## config.mk

```make
export PLATFORM = sky130hd
export DESIGN_NAME = instr_sequencer
export DESIGN_NICKNAME = d
export VERILOG_FILES = /design/src/rtl/seq_pkg.sv /design/src/rtl/stage_watchdog.sv /design/src/rtl/instr_sequencer.sv
export SDC_FILE = /design/constraint.sdc
export NUM_CORES = 1
export LEC_CHECK = 0
export BUFFER_PORTS_ARGS = -buffer_cell sky130_fd_sc_hd__clkbuf_2
export CORE_AREA = 2 2 75 77
export CTS_CLUSTER_DIAMETER = 50
export DETAILED_ROUTE_END_ITERATION = 8
export DIE_AREA = 0 0 77 79
export PLACE_DENSITY_LB_ADDON = 0.1
export SYNTH_ARGS = -nofsm -noshare
export SYNTH_HDL_FRONTEND = slang
export SYNTH_SLANG_ARGS = --single-unit
```

## constraint.sdc

```tcl
create_clock -name clk -period 2.7 [get_ports clk]
set_input_delay 0.135 -clock clk [delete_from_list [all_inputs] [get_ports clk]]
set_output_delay 0.135 -clock clk [all_outputs]
set_load 0.01 [all_outputs]
```

## src/rtl/seq_pkg.sv

```systemverilog
// Shared definitions for the instruction sequencer: stage codes driven onto
// the datapath's estado inputs, the default watchdog limit and a helper that
// tells execution stages apart from the parked states.
package seq_pkg;

    localparam logic [3:0] STAGE_IF    = 4'h0;
    localparam logic [3:0] STAGE_ID    = 4'h1;
    localparam logic [3:0] STAGE_EX    = 4'h2;
    localparam logic [3:0] STAGE_MEM   = 4'h3;
    localparam logic [3:0] STAGE_WB    = 4'h4;
    localparam logic [3:0] STAGE_PCUPD = 4'h8;
    localparam logic [3:0] STAGE_FIM   = 4'h9;
    localparam logic [3:0] STAGE_IDLE  = 4'hA;
    localparam logic [3:0] STAGE_ERR   = 4'hF;

    localparam int DEFAULT_TIMEOUT = 15;

    // The state encoding is the estado code itself, so the state register
    // can drive the datapath directly without a decode step.
    typedef enum logic [3:0] {
        ST_IF    = STAGE_IF,
        ST_ID    = STAGE_ID,
        ST_EX    = STAGE_EX,
        ST_MEM   = STAGE_MEM,
        ST_WB    = STAGE_WB,
        ST_PCUPD = STAGE_PCUPD,
        ST_FIM   = STAGE_FIM,
        ST_IDLE  = STAGE_IDLE,
        ST_ERR   = STAGE_ERR
    } stage_t;

    // True for the stages that wait on stage_done_i.
    function automatic logic is_exec(input stage_t s);
        return s inside {ST_IF, ST_ID, ST_EX, ST_MEM, ST_WB, ST_PCUPD};
    endfunction

endpackage

```

## src/rtl/stage_watchdog.sv

```systemverilog
// Per-stage watchdog: counts cycles a stage has waited for its done strobe
// and flags expiry once the count reaches TIMEOUT. The count saturates at the
// limit so it can never wrap back to a harmless value.
module stage_watchdog
    import seq_pkg::*;
#(
    parameter int TO_W    = 4,
    parameter int TIMEOUT = DEFAULT_TIMEOUT
) (
    input  logic clk,
    input  logic rst,
    input  logic clear,
    input  logic count_en,
    output logic expired
);

    localparam logic [TO_W-1:0] LIMIT = TO_W'(TIMEOUT);

    logic [TO_W-1:0] count;

    // Wait counter: cleared on stage entry, advanced on every stalled cycle.
    // NOTE: sequential state uses non-blocking assignments so every flop in
    // the design samples its inputs at the same edge, independent of the
    // order in which always blocks are evaluated.
    always_ff @(posedge clk or posedge rst) begin
        if (rst) begin
            count <= '0;
        end else if (clear) begin
            count <= '0;
        end else if (count_en && (count != LIMIT)) begin
            count <= count + TO_W'(1);
        end
    end

    assign expired = (count == LIMIT);

endmodule

```

## src/rtl/instr_sequencer.sv

```systemverilog
// Handshake-driven control FSM for the multi-cycle RV32 datapath. Steps each
// instruction through IF, ID, EX, MEM, WB and PC-update, waiting on
// stage_done_i in every stage, with run/step/halt debug control, a per-stage
// watchdog and a retired-instruction counter.
// Build option: define SEQ_SKIP_MEM_EN to add is_mem_i, which lets
// non-memory instructions go straight from EX to WB.
module instr_sequencer
    import seq_pkg::*;
#(
    parameter int CNT_W   = 32,
    parameter int TIMEOUT = DEFAULT_TIMEOUT,
    parameter int TO_W    = 4
) (
    input  logic             clk,
    input  logic             rst,
    input  logic             run_i,
    input  logic             step_i,
    input  logic             halt_req_i,
    input  logic [31:0]      instr_i,
    input  logic             stage_done_i,
`ifdef SEQ_SKIP_MEM_EN
    input  logic             is_mem_i,
`endif
    output logic [3:0]       stage_o,
    output logic             stage_start_o,
    output logic             paused_o,
    output logic             finished_o,
    output logic             timeout_o,
    output logic [CNT_W-1:0] retired_o
);

    stage_t state;
    stage_t state_nxt;
    logic   halt_pending;
    logic   single_shot;
    logic   in_exec;
    logic   wd_expired;
    logic   mem_needed;
    logic   stop_at_boundary;

    assign in_exec = is_exec(state);
    assign stage_o = state;

`ifdef SEQ_SKIP_MEM_EN
    assign mem_needed = is_mem_i;
`else
    assign mem_needed = 1'b1;
`endif

    // A halt request arriving in the PCUPD cycle itself still counts for
    // this boundary rather than letting one more instruction slip through.
    assign stop_at_boundary = halt_pending || halt_req_i || single_shot || !run_i;

    // Any advance (done high) or any parked state restarts the wait count,
    // so the count is zero in the entry cycle of every stage.
    stage_watchdog #(
        .TO_W    (TO_W),
        .TIMEOUT (TIMEOUT)
    ) u_watchdog (
        .clk      (clk),
        .rst      (rst),
        .clear    (!in_exec || stage_done_i),
        .count_en (in_exec && !stage_done_i),
        .expired  (wd_expired)
    );

    // Next-state selection; done always takes priority over watchdog expiry.
    // NOTE: state_nxt is defaulted before the case so every path assigns it
    // and no latch is inferred for the hold cases.
    always_comb begin
        state_nxt = state;
        case (state)
            ST_IDLE: begin
                if (run_i || step_i) begin
                    state_nxt = ST_IF;
                end
            end
            ST_FIM, ST_ERR: begin
                state_nxt = state;
            end
            default: begin
                if (stage_done_i) begin
                    case (state)
                        ST_IF:    state_nxt = ST_ID;
                        ST_ID:    state_nxt = (instr_i == 32'd0) ? ST_FIM : ST_EX;
                        ST_EX:    state_nxt = mem_needed ? ST_MEM : ST_WB;
                        ST_MEM:   state_nxt = ST_WB;
                        ST_WB:    state_nxt = ST_PCUPD;
                        ST_PCUPD: state_nxt = stop_at_boundary ? ST_IDLE : ST_IF;
                        default:  state_nxt = state;
                    endcase
                end else if (wd_expired) begin
                    state_nxt = ST_ERR;
                end
            end
        endcase
    end

    // State register, registered status outputs, debug latches and counter.
    always_ff @(posedge clk or posedge rst) begin
        if (rst) begin
            state         <= ST_IDLE;
            stage_start_o <= 1'b0;
            paused_o      <= 1'b1;
            finished_o    <= 1'b0;
            timeout_o     <= 1'b0;
            retired_o     <= '0;
            halt_pending  <= 1'b0;
            single_shot   <= 1'b0;
        end else begin
            state         <= state_nxt;
            stage_start_o <= is_exec(state_nxt) && (state_nxt != state);
            paused_o      <= (state_nxt == ST_IDLE);
            finished_o    <= (state_nxt == ST_FIM);
            timeout_o     <= (state_nxt == ST_ERR);

            if ((state == ST_PCUPD) && stage_done_i) begin
                retired_o <= retired_o + CNT_W'(1);
            end

            if (state_nxt == ST_IDLE) begin
                halt_pending <= 1'b0;
                single_shot  <= 1'b0;
            end else begin
                if (in_exec && halt_req_i) begin
                    halt_pending <= 1'b1;
                end
                // Leaving IDLE: run takes precedence over step.
                if (state == ST_IDLE) begin
                    single_shot <= !run_i;
                end
            end
        end
    end

endmodule

```

After elaboration in Yosys (flattened, before gate mapping)
Index checks and enable logic that the tools add are counted.
Word-level totals
  bits in registers: 46
  input port bits: 38
  output and inout bits: 40
  logic and storage cells: 65
Cells by class
  add/sub/neg operators: 2
  equality and inequality tests: 19
  muxes and demuxes: 13
  reduce and logical (&&, ||, !) cells: 22
Operator list (count)
  $eq 4x4->1 const B: 9
  $add 32x1->32 const B: 1
  $logic_not 32->1: 1
  $mux 4: 7
  $pmux 4 s6: 1
  $eq 4x2->1 const B: 4
  $reduce_bool 6->1: 2
  $eq 4x1->1 const B: 2
  $eq 4x3->1 const B: 2
  $logic_not 4->1: 2
  $pmux 4 s2: 1
  $reduce_bool 2->1: 3
  $logic_and 1x1->1: 5
  $logic_or 1x1->1: 5
  $add 4x1->4 const B: 1
  $mux 1: 4
  $ne 4x4->1: 1
  $ne 4x4->1 const B: 1
  $logic_not 1->1: 3
  $reduce_or 2->1: 1

Logic depth before layout (Yosys ltp)
  depth in word-level cells: 10
  gate-level depth with buffers: 8
  depth with buffers taken out: 7

By module
Synthesis repeated with hierarchy kept, for this count alone.
Unflattened totals
  cells, all modules: 240
  area, all modules: 2483.6 µm²
By module, submodules not included
  instr_sequencer: times used 1, cells each 219, area each 2250.9 µm², seq. area each 1054.8 µm²
  stage_watchdog: times used 1, cells each 21, area each 232.7 µm², seq. area each 100.1 µm²

Worst setup path before layout
No wires, ideal clock.
  path type: reg-to-reg
  start point: reg state[0], in the netlist stage_o[0]
  end point: reg single_shot
  library setup time: 87 ps
  arrival time: 1944 ps
  required time: 2613 ps
  slack: 670 ps
  cell stages (with the launch flop): 8
  path buffers: 1
  period minus slack after synthesis: 2030 ps
  path through: dfrtp_1 > buf_4 > or3b_1 > a221oi_2 > a211oi_1 > a311o_1 > and4b_4 > a211oi_2
On the way
  cells in the longest elaborated chain, start to end: 6
  elaborated cells on any way between the ends: 18
  those cells by class: eq/ne: 9; mux: 6; reduce/logical: 3
RTL lines
  from (decl): RTL line instr_sequencer.sv:32  | stage_t state;
  from (signal assigned): RTL line instr_sequencer.sv:111  | state <= state_nxt;
  $eq 4x4->1 (tied with other cells): RTL line instr_sequencer.sv:83  | case (state)
  $pmux 4 s6: RTL line instr_sequencer.sv:83
  $mux 4: RTL line instr_sequencer.sv:82  | if (stage_done_i) begin
  $pmux 4 s2 (*): RTL line instr_sequencer.sv:72  | case (state)
  named net state_nxt[1]: RTL line instr_sequencer.sv:33  | stage_t state_nxt;
  $eq 4x4->1 (*): RTL line instr_sequencer.sv:121  | if (state_nxt == ST_IDLE) begin
  $mux 1 / $reduce_bool 2->1 (equally long branches)
  to (signal assigned): RTL line instr_sequencer.sv:130  | single_shot <= !run_i;
  to (decl): RTL line instr_sequencer.sv:35  | logic single_shot;
The timed path passes the listed nets; every way through them passes the cells marked *.
A chain may end at the register's enable or synchronous reset.

Final worst setup path
  start point: reg state[3], in the netlist stage_o[3]
  end point: reg retired_o[25]
On the way
  cells in the longest elaborated chain, start to end: 2
RTL lines
  $eq 4x4->1: RTL line instr_sequencer.sv:117  | if ((state == ST_PCUPD) && stage_done_i) begin
  $logic_and 1x1->1: RTL line instr_sequencer.sv:117
  to (signal assigned): RTL line instr_sequencer.sv:118  | retired_o <= retired_o + CNT_W'(1);
  to (decl): RTL line instr_sequencer.sv:29  | output logic [CNT_W-1:0] retired_o
No other way between the ends.

==> results.yml <==
run_status:
  outcome: "finished, final reports clean"
drt:
  remaining_drc_errors: 0
  wl_met3_um: 289
  wl_met2_mm: 2.175
  wire_per_inst_um: 12.90
  antenna_left: 0
  routed.top_layer: "met4"
  first_iter_violations: 80
  first_pass_iters: 4
  wl_mm: 5.004
  wl_met1_mm: 2.500
  vias_per_cell: 5.242
  vias: 2034
sta:
  worstMarginPinSlew_ns: 0.9269
  finalCritPeriodShare: 0.9119
  slew_violations: 0
  rsz0062_at_grt: "false"
  fin_setup_tns_ns: 0
  relSlewSlack: 0.3811
  fmax_mhz: 406.1
  skew_ns: 0.01114
  hold_viol: 0
  finalSetupViolations: 0
  min_period_ns: 2.462
layout:
  nNetsFinal: 355
  final_common_cell: "clkbuf_2"
  drive_gt1_frac: 0.3101
  mostFrequentLayoutCells: "clkbuf_2 (77), dfrtp_1 (43), nand2_1 (27)"
  fin_cells: 388
  antenna_cells: 0
  fill_cells: 511
  multi_input_comb_area_mm2: 0.001160
  syn_to_final_growth_pct: 24.04
  regArea_mm2: 0.001155
setup_path:
  slowest_stage: "dfstp_2"
  worstPathArrival_ns: 2.67
  critical_path_class: "register to register"
  path_max_fanout: 18
  crit_cells: 6
  cp_top_family: "simple AND/OR/NAND/NOR gates"
  path_cells: "nor2b_1 -> nand3_1 -> nor4_1 -> nand4_1 -> nor2_1 -> xor2_1"
  max_stage_delay_ns: 0.71
  cp.required_ns: 2.91
  endpoint_kind: "register"
  r2r_cells: 6
  start_kind: "register"
  cp_num_buf_inv: 0
cts:
  cts_hold_buf: 0
  cts-resized-gates: 0
  cts_sinks: 46
  numCtsBuffers: 5
  tritoncts: "done"
  clock_latency_ns: 0.29
  clkTransAtPathRegs_ns: 0.08
  cts_max_path_buffers: 2
  post_cts_buffers: 0
  ctsHtreeMaxLevel: 2
  root_buffer: "clkbuf_8"
logic_synthesis:
  netlist_instances: 235
  synth_ff_type: "dfrtp_1"
  syn_nets: 275
  yosysSeqAreaShare: 0.4876
  synth_async_sr_flop_share: 1.000
  syn_area_per_cell_um2: 10.08
  ys_types: 52
  synth-edff-count: 0
  synth-seq-cells: 46
  syn_area_mm2: 0.002369
  ys_warn_count: 0
flow_run:
  max_cap_viol_count: 0
grt:
  grt_start_max_net_pins: 47
  overflow: 0
  grt_pass1_vias: 1899
  grt_first_pass_wirelength_mm: 8.659
  grt.total_usage: 0.1740
  grt_antenna_before_repair: 0
pwr:
  power_density_mw_per_mm2: 574.1
  p_leak_nw: 1.459
  ir_drop_uv: 403.0
hold_path:
  hp-class: "input pin to asynchronous set/reset pin"
placed_design:
  dp_hpwl_mm: 3.784
  place.gp.congestion: 0.8107
  io_buffers: 77
  place_inst: 380
floorplanning:
  ios: 78
  dieArea_mm2: 0.006083
  initial_core_util: 0.4437
  coreArea_mm2: 0.005338
  die_h_um: 79
  die_x_um: 77
  rows: 27
## final cells by class
cell class / count / area share
Clock buffer: 7 / 0.02598
Sequential cell: 46 / 0.3931
Tap cell: 72 / 0.03066
Timing Repair Buffer: 80 / 0.1388
Clock inverter: 1 / 0.01022
Inverter: 5 / 0.006388
Multi-Input combinational cell: 177 / 0.3948
## registers in the layout (all words and copies together) (netlist names)
name	cells
finished_o	1
halt_pending	1
paused_o	1
retired_o	32
single_shot	1
stage_o	4
stage_start_o	1
timeout_o	1
u_watchdog.count	4
## final timing paths
kind	startpoint	to	slack, ns
hold reg to reg	retired_o[31]$_DFFE_PP0P_	retired_o[31]$_DFFE_PP0P_	0.48
setup reg to reg	stage_o[3]$_DFF_PP1_	retired_o[25]$_DFFE_PP0P_	0.24
min in group clk	run_i	single_shot$_DFFE_PP0P_	0.07
max in group asynchronous	rst	retired_o[2]$_DFFE_PP0P_	2.09
setup / recovery	stage_o[3]$_DFF_PP1_	retired_o[25]$_DFFE_PP0P_	0.24
hold / removal	rst	u_watchdog.count[2]$_DFFE_PP0P_	0.03
## worst register-to-register path, cell delays in order (launching register included)
cell,delay [ns]
dfstp_2,0.71
nor2b_1,0.33
nand3_1,0.12
nor4_1,0.52
nand4_1,0.31
nor2_1,0.22
xor2_1,0.18
## where the power goes
group          switching (mW)  internal (mW)  total, mW
Clock                   0.218          0.277      0.495
Sequential             0.0802          0.747      0.828
Combinational           0.186          0.178      0.364
## cell families (layout without fill, tap and decap cells)
family,Yosys count,in the layout,synth area share
XOR/XNOR,34,34,0.1257
AND/OR/NAND/NOR,109,109,0.2478
adder cells (fa/ha/maj),2,2,0.01056
buffers and inverters,12,93,0.02272
AO/OA/AOI/OAI,30,30,0.09668
multiplexers,2,2,0.008980
flip-flops,46,46,0.4876
## synth_stat cells, drive strengths merged, types with 5 or more instances
library cell / number / share of area
and3: 8 / 0.021
buf: 5 / 0.012
dfrtp: 43 / 0.45
inv: 5 / 0.0079
nand2: 27 / 0.043
nand3: 10 / 0.021
nand4: 7 / 0.018
nor2: 24 / 0.038
nor4: 11 / 0.032
o21ai: 5 / 0.011
xnor2: 22 / 0.081
xor2: 12 / 0.044
## metal layers
layer / vias up / track usage
met5: - / 0
met2: 62 / 0.2649
met3: 5 / 0.03977
met1: 963 / 0.2520
li1: 1004 / -
met4: 0 / 0.04464
## per-stage QoR
| step | hold slack (ns) | util | setup slack, ns | instance area (µm²) | power, mW |
|---|---|---|---|---|---|
| 2_1_floorplan | 0.2177 | - | 0.6696 | 2369 | 1.091 |
| 3_3_place_gp | 0.3660 | 0.5305 | 0.4016 | 2831 | 1.201 |
| 3_5_place_dp | 0.3716 | 0.5305 | 0.3086 | 2831 | 1.204 |
| 4_1_cts | 0.06437 | 0.5504 | 0.2405 | 2938 | 1.702 |
| 5_1_grt | 0.07783 | 0.5504 | 0.05069 | 2938 | 1.787 |
| 6_report | 0.03394 | 0.5504 | 0.2377 | 2938 | 1.687 |
Note: power is estimated with default switching activity, not from simulation.
